$ cat src/rtl/ctrl_pipe_hazard_if.sv
// Control-pipeline bundle: decoded ID-stage control, flush request, and the
// per-stage pipeline register contents with hazard status.
interface ctrl_pipe_hazard_if #(
    parameter int unsigned REGW = 5,
    parameter int unsigned CNTW = 16
);
    logic            ID_ALUSrc;
    logic            ID_MemToReg;
    logic            ID_RegWrite;
    logic            ID_MemRead;
    logic            ID_MemWrite;
    logic            ID_Branch;
    logic            ID_Uncondbranch;
    logic            ID_CNBZSig;
    logic            ID_BL;
    logic [1:0]      ID_ALUOp;
    logic [REGW-1:0] ID_Rn;
    logic [REGW-1:0] ID_Rm;
    logic [REGW-1:0] ID_Rd;
    logic            ID_UseRn;
    logic            ID_UseRm;
    logic            Flush;

    logic            Stall;

    logic            EX_ALUSrc;
    logic            EX_Branch;
    logic            EX_Uncondbranch;
    logic            EX_CNBZSig;
    logic            EX_MemRead;
    logic            EX_MemWrite;
    logic            EX_MemToReg;
    logic            EX_RegWrite;
    logic            EX_BL;
    logic [1:0]      EX_ALUOp;
    logic [REGW-1:0] EX_Rd;

    logic            MEM_Branch;
    logic            MEM_Uncondbranch;
    logic            MEM_CNBZSig;
    logic            MEM_MemRead;
    logic            MEM_MemWrite;
    logic            MEM_MemToReg;
    logic            MEM_RegWrite;
    logic            MEM_BL;
    logic [REGW-1:0] MEM_Rd;

    logic            WB_MemToReg;
    logic            WB_RegWrite;
    logic            WB_BL;
    logic [REGW-1:0] WB_Rd;

    logic [CNTW-1:0] StallCount;

    modport master (
        output ID_ALUSrc, ID_MemToReg, ID_RegWrite, ID_MemRead, ID_MemWrite,
               ID_Branch, ID_Uncondbranch, ID_CNBZSig, ID_BL, ID_ALUOp,
               ID_Rn, ID_Rm, ID_Rd, ID_UseRn, ID_UseRm, Flush,
        input  Stall,
               EX_ALUSrc, EX_Branch, EX_Uncondbranch, EX_CNBZSig, EX_MemRead,
               EX_MemWrite, EX_MemToReg, EX_RegWrite, EX_BL, EX_ALUOp, EX_Rd,
               MEM_Branch, MEM_Uncondbranch, MEM_CNBZSig, MEM_MemRead, MEM_MemWrite,
               MEM_MemToReg, MEM_RegWrite, MEM_BL, MEM_Rd,
               WB_MemToReg, WB_RegWrite, WB_BL, WB_Rd, StallCount
    );

    modport slave (
        input  ID_ALUSrc, ID_MemToReg, ID_RegWrite, ID_MemRead, ID_MemWrite,
               ID_Branch, ID_Uncondbranch, ID_CNBZSig, ID_BL, ID_ALUOp,
               ID_Rn, ID_Rm, ID_Rd, ID_UseRn, ID_UseRm, Flush,
        output Stall,
               EX_ALUSrc, EX_Branch, EX_Uncondbranch, EX_CNBZSig, EX_MemRead,
               EX_MemWrite, EX_MemToReg, EX_RegWrite, EX_BL, EX_ALUOp, EX_Rd,
               MEM_Branch, MEM_Uncondbranch, MEM_CNBZSig, MEM_MemRead, MEM_MemWrite,
               MEM_MemToReg, MEM_RegWrite, MEM_BL, MEM_Rd,
               WB_MemToReg, WB_RegWrite, WB_BL, WB_Rd, StallCount
    );
endinterface

$ cat src/rtl/ctrl_pipe_hazard.sv
// LEGv8 control pipeline (ID/EX, EX/MEM, MEM/WB) with load-use stall detection,
// branch-flush squashing and a saturating stall-cycle counter.
module ctrl_pipe_hazard #(
    parameter int unsigned REGW = 5,
    parameter int unsigned ZREG = 31,
    parameter int unsigned CNTW = 16
) (
    input  logic              CLK,
    input  logic              Reset_L,
    ctrl_pipe_hazard_if.slave bus
);

    localparam logic [REGW-1:0] ZREG_IDX = REGW'(ZREG);
    localparam logic [CNTW-1:0] CNT_MAX  = {CNTW{1'b1}};

    typedef struct packed {
        logic            alusrc;
        logic            branch;
        logic            uncondbranch;
        logic            cnbz;
        logic            memread;
        logic            memwrite;
        logic            memtoreg;
        logic            regwrite;
        logic            bl;
        logic [1:0]      aluop;
        logic [REGW-1:0] rd;
    } idex_t;

    typedef struct packed {
        logic            branch;
        logic            uncondbranch;
        logic            cnbz;
        logic            memread;
        logic            memwrite;
        logic            memtoreg;
        logic            regwrite;
        logic            bl;
        logic [REGW-1:0] rd;
    } exmem_t;

    typedef struct packed {
        logic            memtoreg;
        logic            regwrite;
        logic            bl;
        logic [REGW-1:0] rd;
    } memwb_t;

    idex_t           r_idex;
    exmem_t          r_exmem;
    memwb_t          r_memwb;
    logic [CNTW-1:0] r_stall_cnt;

    idex_t           w_idex_id;
    idex_t           w_idex_bub;
    exmem_t          w_exmem_ex;
    exmem_t          w_exmem_bub;
    memwb_t          w_memwb_mem;
    logic            w_stall;

    // Load in EX whose destination is read by the instruction in ID; XZR never conflicts.
    always_comb begin
        w_stall = r_idex.memread && (r_idex.rd != ZREG_IDX) &&
                  ((bus.ID_UseRn && (bus.ID_Rn == r_idex.rd)) ||
                   (bus.ID_UseRm && (bus.ID_Rm == r_idex.rd)));
    end

    // Next-value candidates for each pipeline register.
    always_comb begin
        w_idex_id              = '0;
        w_idex_id.alusrc       = bus.ID_ALUSrc;
        w_idex_id.branch       = bus.ID_Branch;
        w_idex_id.uncondbranch = bus.ID_Uncondbranch;
        w_idex_id.cnbz         = bus.ID_CNBZSig;
        w_idex_id.memread      = bus.ID_MemRead;
        w_idex_id.memwrite     = bus.ID_MemWrite;
        w_idex_id.memtoreg     = bus.ID_MemToReg;
        w_idex_id.regwrite     = bus.ID_RegWrite;
        w_idex_id.bl           = bus.ID_BL;
        w_idex_id.aluop        = bus.ID_ALUOp;
        w_idex_id.rd           = bus.ID_Rd;

        w_idex_bub             = '0;
        w_idex_bub.rd          = ZREG_IDX;

        w_exmem_ex              = '0;
        w_exmem_ex.branch       = r_idex.branch;
        w_exmem_ex.uncondbranch = r_idex.uncondbranch;
        w_exmem_ex.cnbz         = r_idex.cnbz;
        w_exmem_ex.memread      = r_idex.memread;
        w_exmem_ex.memwrite     = r_idex.memwrite;
        w_exmem_ex.memtoreg     = r_idex.memtoreg;
        w_exmem_ex.regwrite     = r_idex.regwrite;
        w_exmem_ex.bl           = r_idex.bl;
        w_exmem_ex.rd           = r_idex.rd;

        w_exmem_bub             = '0;
        w_exmem_bub.rd          = ZREG_IDX;

        w_memwb_mem             = '0;
        w_memwb_mem.memtoreg    = r_exmem.memtoreg;
        w_memwb_mem.regwrite    = r_exmem.regwrite;
        w_memwb_mem.bl          = r_exmem.bl;
        w_memwb_mem.rd          = r_exmem.rd;
    end

    // ID/EX: flush outranks stall; either inserts a bubble so decoder don't-cares never load.
    always_ff @(posedge CLK or negedge Reset_L) begin
        if (!Reset_L) begin
            r_idex <= '0;
        end else if (bus.Flush || w_stall) begin
            r_idex <= w_idex_bub;
        end else begin
            r_idex <= w_idex_id;
        end
    end

    always_ff @(posedge CLK or negedge Reset_L) begin
        if (!Reset_L) begin
            r_exmem <= '0;
        end else if (bus.Flush) begin
            r_exmem <= w_exmem_bub;
        end else begin
            r_exmem <= w_exmem_ex;
        end
    end

    // The branch itself sits in MEM when it resolves, so MEM/WB is never squashed.
    always_ff @(posedge CLK or negedge Reset_L) begin
        if (!Reset_L) begin
            r_memwb <= '0;
        end else begin
            r_memwb <= w_memwb_mem;
        end
    end

    always_ff @(posedge CLK or negedge Reset_L) begin
        if (!Reset_L) begin
            r_stall_cnt <= '0;
        end else if (w_stall && !bus.Flush && (r_stall_cnt != CNT_MAX)) begin
            r_stall_cnt <= r_stall_cnt + CNTW'(1);
        end
    end

    assign bus.Stall            = w_stall;

    assign bus.EX_ALUSrc        = r_idex.alusrc;
    assign bus.EX_Branch        = r_idex.branch;
    assign bus.EX_Uncondbranch  = r_idex.uncondbranch;
    assign bus.EX_CNBZSig       = r_idex.cnbz;
    assign bus.EX_MemRead       = r_idex.memread;
    assign bus.EX_MemWrite      = r_idex.memwrite;
    assign bus.EX_MemToReg      = r_idex.memtoreg;
    assign bus.EX_RegWrite      = r_idex.regwrite;
    assign bus.EX_BL            = r_idex.bl;
    assign bus.EX_ALUOp         = r_idex.aluop;
    assign bus.EX_Rd            = r_idex.rd;

    assign bus.MEM_Branch       = r_exmem.branch;
    assign bus.MEM_Uncondbranch = r_exmem.uncondbranch;
    assign bus.MEM_CNBZSig      = r_exmem.cnbz;
    assign bus.MEM_MemRead      = r_exmem.memread;
    assign bus.MEM_MemWrite     = r_exmem.memwrite;
    assign bus.MEM_MemToReg     = r_exmem.memtoreg;
    assign bus.MEM_RegWrite     = r_exmem.regwrite;
    assign bus.MEM_BL           = r_exmem.bl;
    assign bus.MEM_Rd           = r_exmem.rd;

    assign bus.WB_MemToReg      = r_memwb.memtoreg;
    assign bus.WB_RegWrite      = r_memwb.regwrite;
    assign bus.WB_BL            = r_memwb.bl;
    assign bus.WB_Rd            = r_memwb.rd;

    assign bus.StallCount       = r_stall_cnt;

endmodule

$ cat src/flat_wrapper.sv
// flat-port wrapper written by rule: the top's interface ports become plain ports
module ctrl_pipe_hazard_flat 
#(
    parameter int unsigned REGW = 5,
    parameter int unsigned ZREG = 31,
    parameter int unsigned CNTW = 16
)
  (CLK, Reset_L, bus_ID_ALUSrc, bus_ID_MemToReg, bus_ID_RegWrite, bus_ID_MemRead, bus_ID_MemWrite, bus_ID_Branch, bus_ID_Uncondbranch, bus_ID_CNBZSig, bus_ID_BL, bus_ID_ALUOp, bus_ID_Rn, bus_ID_Rm, bus_ID_Rd, bus_ID_UseRn, bus_ID_UseRm, bus_Flush, bus_Stall, bus_EX_ALUSrc, bus_EX_Branch, bus_EX_Uncondbranch, bus_EX_CNBZSig, bus_EX_MemRead, bus_EX_MemWrite, bus_EX_MemToReg, bus_EX_RegWrite, bus_EX_BL, bus_EX_ALUOp, bus_EX_Rd, bus_MEM_Branch, bus_MEM_Uncondbranch, bus_MEM_CNBZSig, bus_MEM_MemRead, bus_MEM_MemWrite, bus_MEM_MemToReg, bus_MEM_RegWrite, bus_MEM_BL, bus_MEM_Rd, bus_WB_MemToReg, bus_WB_RegWrite, bus_WB_BL, bus_WB_Rd, bus_StallCount);
  ctrl_pipe_hazard_if #(.REGW(REGW), .CNTW(CNTW)) bus_i ();
  input  logic CLK;
  input  logic Reset_L;
  input wire logic [$bits(bus_i.ID_ALUSrc)-1:0] bus_ID_ALUSrc;
  input wire logic [$bits(bus_i.ID_MemToReg)-1:0] bus_ID_MemToReg;
  input wire logic [$bits(bus_i.ID_RegWrite)-1:0] bus_ID_RegWrite;
  input wire logic [$bits(bus_i.ID_MemRead)-1:0] bus_ID_MemRead;
  input wire logic [$bits(bus_i.ID_MemWrite)-1:0] bus_ID_MemWrite;
  input wire logic [$bits(bus_i.ID_Branch)-1:0] bus_ID_Branch;
  input wire logic [$bits(bus_i.ID_Uncondbranch)-1:0] bus_ID_Uncondbranch;
  input wire logic [$bits(bus_i.ID_CNBZSig)-1:0] bus_ID_CNBZSig;
  input wire logic [$bits(bus_i.ID_BL)-1:0] bus_ID_BL;
  input wire logic [$bits(bus_i.ID_ALUOp)-1:0] bus_ID_ALUOp;
  input wire logic [$bits(bus_i.ID_Rn)-1:0] bus_ID_Rn;
  input wire logic [$bits(bus_i.ID_Rm)-1:0] bus_ID_Rm;
  input wire logic [$bits(bus_i.ID_Rd)-1:0] bus_ID_Rd;
  input wire logic [$bits(bus_i.ID_UseRn)-1:0] bus_ID_UseRn;
  input wire logic [$bits(bus_i.ID_UseRm)-1:0] bus_ID_UseRm;
  input wire logic [$bits(bus_i.Flush)-1:0] bus_Flush;
  output wire logic [$bits(bus_i.Stall)-1:0] bus_Stall;
  output wire logic [$bits(bus_i.EX_ALUSrc)-1:0] bus_EX_ALUSrc;
  output wire logic [$bits(bus_i.EX_Branch)-1:0] bus_EX_Branch;
  output wire logic [$bits(bus_i.EX_Uncondbranch)-1:0] bus_EX_Uncondbranch;
  output wire logic [$bits(bus_i.EX_CNBZSig)-1:0] bus_EX_CNBZSig;
  output wire logic [$bits(bus_i.EX_MemRead)-1:0] bus_EX_MemRead;
  output wire logic [$bits(bus_i.EX_MemWrite)-1:0] bus_EX_MemWrite;
  output wire logic [$bits(bus_i.EX_MemToReg)-1:0] bus_EX_MemToReg;
  output wire logic [$bits(bus_i.EX_RegWrite)-1:0] bus_EX_RegWrite;
  output wire logic [$bits(bus_i.EX_BL)-1:0] bus_EX_BL;
  output wire logic [$bits(bus_i.EX_ALUOp)-1:0] bus_EX_ALUOp;
  output wire logic [$bits(bus_i.EX_Rd)-1:0] bus_EX_Rd;
  output wire logic [$bits(bus_i.MEM_Branch)-1:0] bus_MEM_Branch;
  output wire logic [$bits(bus_i.MEM_Uncondbranch)-1:0] bus_MEM_Uncondbranch;
  output wire logic [$bits(bus_i.MEM_CNBZSig)-1:0] bus_MEM_CNBZSig;
  output wire logic [$bits(bus_i.MEM_MemRead)-1:0] bus_MEM_MemRead;
  output wire logic [$bits(bus_i.MEM_MemWrite)-1:0] bus_MEM_MemWrite;
  output wire logic [$bits(bus_i.MEM_MemToReg)-1:0] bus_MEM_MemToReg;
  output wire logic [$bits(bus_i.MEM_RegWrite)-1:0] bus_MEM_RegWrite;
  output wire logic [$bits(bus_i.MEM_BL)-1:0] bus_MEM_BL;
  output wire logic [$bits(bus_i.MEM_Rd)-1:0] bus_MEM_Rd;
  output wire logic [$bits(bus_i.WB_MemToReg)-1:0] bus_WB_MemToReg;
  output wire logic [$bits(bus_i.WB_RegWrite)-1:0] bus_WB_RegWrite;
  output wire logic [$bits(bus_i.WB_BL)-1:0] bus_WB_BL;
  output wire logic [$bits(bus_i.WB_Rd)-1:0] bus_WB_Rd;
  output wire logic [$bits(bus_i.StallCount)-1:0] bus_StallCount;
  assign bus_i.ID_ALUSrc = bus_ID_ALUSrc;
  assign bus_i.ID_MemToReg = bus_ID_MemToReg;
  assign bus_i.ID_RegWrite = bus_ID_RegWrite;
  assign bus_i.ID_MemRead = bus_ID_MemRead;
  assign bus_i.ID_MemWrite = bus_ID_MemWrite;
  assign bus_i.ID_Branch = bus_ID_Branch;
  assign bus_i.ID_Uncondbranch = bus_ID_Uncondbranch;
  assign bus_i.ID_CNBZSig = bus_ID_CNBZSig;
  assign bus_i.ID_BL = bus_ID_BL;
  assign bus_i.ID_ALUOp = bus_ID_ALUOp;
  assign bus_i.ID_Rn = bus_ID_Rn;
  assign bus_i.ID_Rm = bus_ID_Rm;
  assign bus_i.ID_Rd = bus_ID_Rd;
  assign bus_i.ID_UseRn = bus_ID_UseRn;
  assign bus_i.ID_UseRm = bus_ID_UseRm;
  assign bus_i.Flush = bus_Flush;
  assign bus_Stall = bus_i.Stall;
  assign bus_EX_ALUSrc = bus_i.EX_ALUSrc;
  assign bus_EX_Branch = bus_i.EX_Branch;
  assign bus_EX_Uncondbranch = bus_i.EX_Uncondbranch;
  assign bus_EX_CNBZSig = bus_i.EX_CNBZSig;
  assign bus_EX_MemRead = bus_i.EX_MemRead;
  assign bus_EX_MemWrite = bus_i.EX_MemWrite;
  assign bus_EX_MemToReg = bus_i.EX_MemToReg;
  assign bus_EX_RegWrite = bus_i.EX_RegWrite;
  assign bus_EX_BL = bus_i.EX_BL;
  assign bus_EX_ALUOp = bus_i.EX_ALUOp;
  assign bus_EX_Rd = bus_i.EX_Rd;
  assign bus_MEM_Branch = bus_i.MEM_Branch;
  assign bus_MEM_Uncondbranch = bus_i.MEM_Uncondbranch;
  assign bus_MEM_CNBZSig = bus_i.MEM_CNBZSig;
  assign bus_MEM_MemRead = bus_i.MEM_MemRead;
  assign bus_MEM_MemWrite = bus_i.MEM_MemWrite;
  assign bus_MEM_MemToReg = bus_i.MEM_MemToReg;
  assign bus_MEM_RegWrite = bus_i.MEM_RegWrite;
  assign bus_MEM_BL = bus_i.MEM_BL;
  assign bus_MEM_Rd = bus_i.MEM_Rd;
  assign bus_WB_MemToReg = bus_i.WB_MemToReg;
  assign bus_WB_RegWrite = bus_i.WB_RegWrite;
  assign bus_WB_BL = bus_i.WB_BL;
  assign bus_WB_Rd = bus_i.WB_Rd;
  assign bus_StallCount = bus_i.StallCount;
  ctrl_pipe_hazard #(.REGW(REGW), .ZREG(ZREG), .CNTW(CNTW)) u_core (.CLK(CLK), .Reset_L(Reset_L), .bus(bus_i));
endmodule
$ cat config.mk
export PLATFORM = sky130hd
export DESIGN_NAME = ctrl_pipe_hazard_flat
export DESIGN_NICKNAME = d
export VERILOG_FILES = /design/src/rtl/ctrl_pipe_hazard_if.sv /design/src/rtl/ctrl_pipe_hazard.sv /design/src/flat_wrapper.sv
export SDC_FILE = /design/constraint.sdc
export NUM_CORES = 1
export LEC_CHECK = 0
export BUFFER_PORTS_ARGS = -buffer_cell sky130_fd_sc_hd__buf_2
export CORE_MARGIN = 1
export CORE_UTILIZATION = 25
export CTS_BUF_LIST = sky130_fd_sc_hd__clkbuf_4
export DETAILED_ROUTE_END_ITERATION = 8
export PLACE_DENSITY_LB_ADDON = 0.3
export SLEW_MARGIN = 20
export SYNTH_ARGS = -nofsm -noshare
export SYNTH_HDL_FRONTEND = slang
export SYNTH_SLANG_ARGS = --single-unit
$ cat constraint.sdc
create_clock -name CLK -period 2.4 [get_ports CLK]
set_input_delay 0.6 -clock CLK [delete_from_list [all_inputs] [get_ports CLK]]
set_output_delay 0.6 -clock CLK [all_outputs]
set_load 0.02 [all_outputs]
==> impl_results.md <==
- TritonCTS clock tree: done
- Average instance area after synthesis: 13.0 sq um
- Post-synth top area share: 0.612
- Syn. warnings: 0
- Clock Path Buffers: 2
- Via density per instance: 4.38
- Full die area: 9040 sq um
- Highest clock frequency the design can meet: 0.438 GHz
- First-pass GRT wire length: 7.72 mm
- Largest vdd supply drop: 0.264 mV
- Root buffer cell: sky130_fd_sc_hd__clkbuf_4
- Final Util: 0.344
- Fraction of layout cells with a size suffix above 1: 0.479
- Level count of the clock H-tree: 2
- Tightest Hold Check Type: in2async
- Routed Antenna Nets: 0
- Final Skew: 0.0110 ns
- Length of routed met3 wiring: 248 um
- Summed instance area of the synthesized netlist: 2170 sq um
- Total congestion overflow: 0
- Worst path slowest cell: sky130_fd_sc_hd__dfrtp_2
- PortBufs: 84
- Crit path launch type: flop
- Clock Pin Slew Worst Setup and Hold Paths: 0.16 ns
- Setup repair after global routing missed its margin: false
- Total iterations of the first detailed-routing run: 3
- Growth of design area from synthesis to finish: 31.8%
- Largest delay contributor family on the critical path: flip-flops
- Combined buffer and inverter count along the critical path: 1
- Transition time at the pin with the least slew margin: 0.580 ns
- Critical path startpoint: u_core.bus.EX_Rd[4]$_DFF_PN0_
- Die outline height: 95.1 um
- Synth cell count leaders: sky130_fd_sc_hd__dfrtp_1 (53), sky130_fd_sc_hd__xnor2_1 (12), sky130_fd_sc_hd__and2_1 (11), sky130_fd_sc_hd__xor2_1 (11), sky130_fd_sc_hd__nand2_1 (10)
- Number of antenna diodes: 0
- Remaining DRCs: 0
- Largest area contributor in the synthesized netlist: sky130_fd_sc_hd__dfrtp_1
- DP Wirelength: 3.70 mm
- Share of async-settable or async-resettable flops after synthesis: 1.00
- Placeable core region: 8300 sq um
- Final estimated routing congestion in global placement: 0.776
- Gate count after technology mapping: 166
- Number of global-route vias before repair: 1611
- Worst setup EP type: output pin
- Vias: 1603
- Dominant register cell in the synthesized netlist: sky130_fd_sc_hd__dfrtp_1
- Leading cell type by number of instances after synthesis: sky130_fd_sc_hd__dfrtp_1
- Routed length on met2: 2.48 mm
- Count of placed standard cells including taps: 355
- Post-synthesis net count: 198
- Placement row count: 33
- TritonCTS Buffers: 5
- Setup Total Neg Slack: 0 ns
- Iteration-0 DRC count of the detailed router: 59
- Destination of the worst register-to-register timing path: u_core.bus.StallCount[13]$_DFFE_PN0P_
- Global-route total usage across every layer: 0.113
- Wire length after detailed routing: 4.84 mm
- P_leak: 0.00141 uW
- Highest signal layer in the routed design: met4
- IO Count: 85
- Number of endpoints with negative hold slack in the final report: 0
- Max cap viols: 0
- Data arrival time of the critical path: 1.68 ns
- Crit-path cells: xnor2_1 -> nand4_1 -> o22a_2 -> nor2_4 -> buf_6
- Sequential share of the synthesized area: 0.612
- Most area-consuming cells after synthesis: sky130_fd_sc_hd__dfrtp_1 (61%), sky130_fd_sc_hd__xnor2_1 (4.9%), sky130_fd_sc_hd__xor2_1 (4.4%)
- Power per standard cell area: 549 nW/um^2
- Die Wd: 95.1 um
- Reg-to-reg setup timing slack: 0.42 ns
- Worst rel slew slack: 0.610
- Met1 WL: 2.09 mm
- Count of flip-flops with a built-in enable after synthesis: 0
- Worst-path maximum fanout: 5
- Largest net degree at the start of global routing: 30
- Filler-free cell count of the finished design: 366
- Share of the cycle needed by the critical path after routing: 0.950
- Number of antenna violations at the first check in global routing: 0
- Layout net count: 292
- Final Power: 1570 uW
- Later-pin clock latency in the skew report: 0.36 ns
- Maximum cell stage delay along the critical path: 0.48 ns
- Critical path class: reg2out
- Routed wirelength normalized by instance count: 13.2 um
- Starting utilization of the core area: 0.261
- Final critical delay including setup and external delays: 2.28 ns
- Depth of the worst register-to-register path: 6
- Number of failing setup endpoints in the final timing report: 0
- Slew Limit Fails: 0
- Unique masters post-synth: 39
- Number of sinks driven by the clock tree: 53
- Number of synthesized register bits: 53
- Status: finished clean
- Required @ worst endpoint: 1.80 ns
- Reg-to-reg startpoint: u_core.bus.EX_Rd[2]$_DFF_PN0_
-- metal layers --
metal / global-route usage / vias to the layer above
met5: 0 / -
li1: - / 756
met2: 0.188 / 47
met3: 0.0263 / 2
met4: 0.0379 / 0
met1: 0.144 / 798
-- through the flow --
step	area (sq um)	worst slack, ns	hold WS, ns
final	2860	0.119	0.205
after global routing	2860	0.00535	0.211
after CTS	2830	0.00854	0.202
after detailed placement	2740	0.171	0.358
after global placement	2740	0.206	0.355
after floorplan	2170	0.185	0.304
-- final cells by class --
cell class | count | area, sq um
Fill cell | 850 | 5440
Sequential cell | 53 | 1330
Multi-Input combinational cell | 108 | 833
Timing Repair Buffer | 92 | 499
Tap cell | 105 | 131
Clock buffer | 6 | 45.0
Clock inverter | 2 | 15.0
-- layout by cell type, fill, tap and decap left out, types with 2 or more instances in the layout --
cell type / Yosys / layout
sky130_fd_sc_hd__and3_1: 3 / 3
sky130_fd_sc_hd__nor4_2: 2 / 2
sky130_fd_sc_hd__dfrtp_1: 53 / 49
sky130_fd_sc_hd__xnor2_1: 12 / 11
sky130_fd_sc_hd__nand3_1: 5 / 5
sky130_fd_sc_hd__xor2_1: 11 / 11
sky130_fd_sc_hd__nand4_1: 4 / 4
sky130_fd_sc_hd__nor2b_1: 8 / 8
sky130_fd_sc_hd__nand2b_1: 5 / 5
sky130_fd_sc_hd__buf_2: 0 / 83
sky130_fd_sc_hd__clkinvlp_4: 0 / 2
sky130_fd_sc_hd__clkbuf_4: 0 / 6
sky130_fd_sc_hd__dfrtp_2: 0 / 4
sky130_fd_sc_hd__nand2_1: 10 / 10
sky130_fd_sc_hd__nand4b_1: 2 / 2
sky130_fd_sc_hd__buf_4: 1 / 7
sky130_fd_sc_hd__and2_1: 11 / 11
sky130_fd_sc_hd__nor3_1: 3 / 3
sky130_fd_sc_hd__nor4_1: 5 / 5
sky130_fd_sc_hd__or2_2: 5 / 5
-- power breakdown --
group / switching, uW / internal [uW]
Sequential: 23.3 / 927
Combinational: 119 / 84.3
Clock: 286 / 127
-- worst max-delay path by stage --
stage,to,slack [ns],depth (start not counted)
after floorplan,bus_Stall,0.19,5
final,bus_Stall,0.12,5
after global placement,bus_Stall,0.21,6
after detailed placement,bus_Stall,0.17,6
after CTS,bus_Stall,0.009,5
after global routing,bus_Stall,0.005,5
-- cells by family after synthesis --
group           synth area share
compound gates            0.0416
xor+xnor                  0.0930
fa+ha+maj                0.00578
buf+inv                   0.0139
flops                      0.612
mux                       0.0104
simple gates               0.223
-- registers in the layout (all words and copies together), names as in the netlist, 2 cells and up --
signal,flops
u_core.bus.EX_Rd,5
u_core.bus.MEM_Rd,5
u_core.bus.EX_ALUOp,2
u_core.bus.StallCount,16
u_core.bus.WB_Rd,5
-- timing repair --
action	in CTS	in global routing
hold buffers	0	0
pin swaps	1	7
setup buffers	3	0
cloned	0	0
gates resized for setup	5	6
setup endpoints to repair	1	1
(Power assumes the default switching activity.)
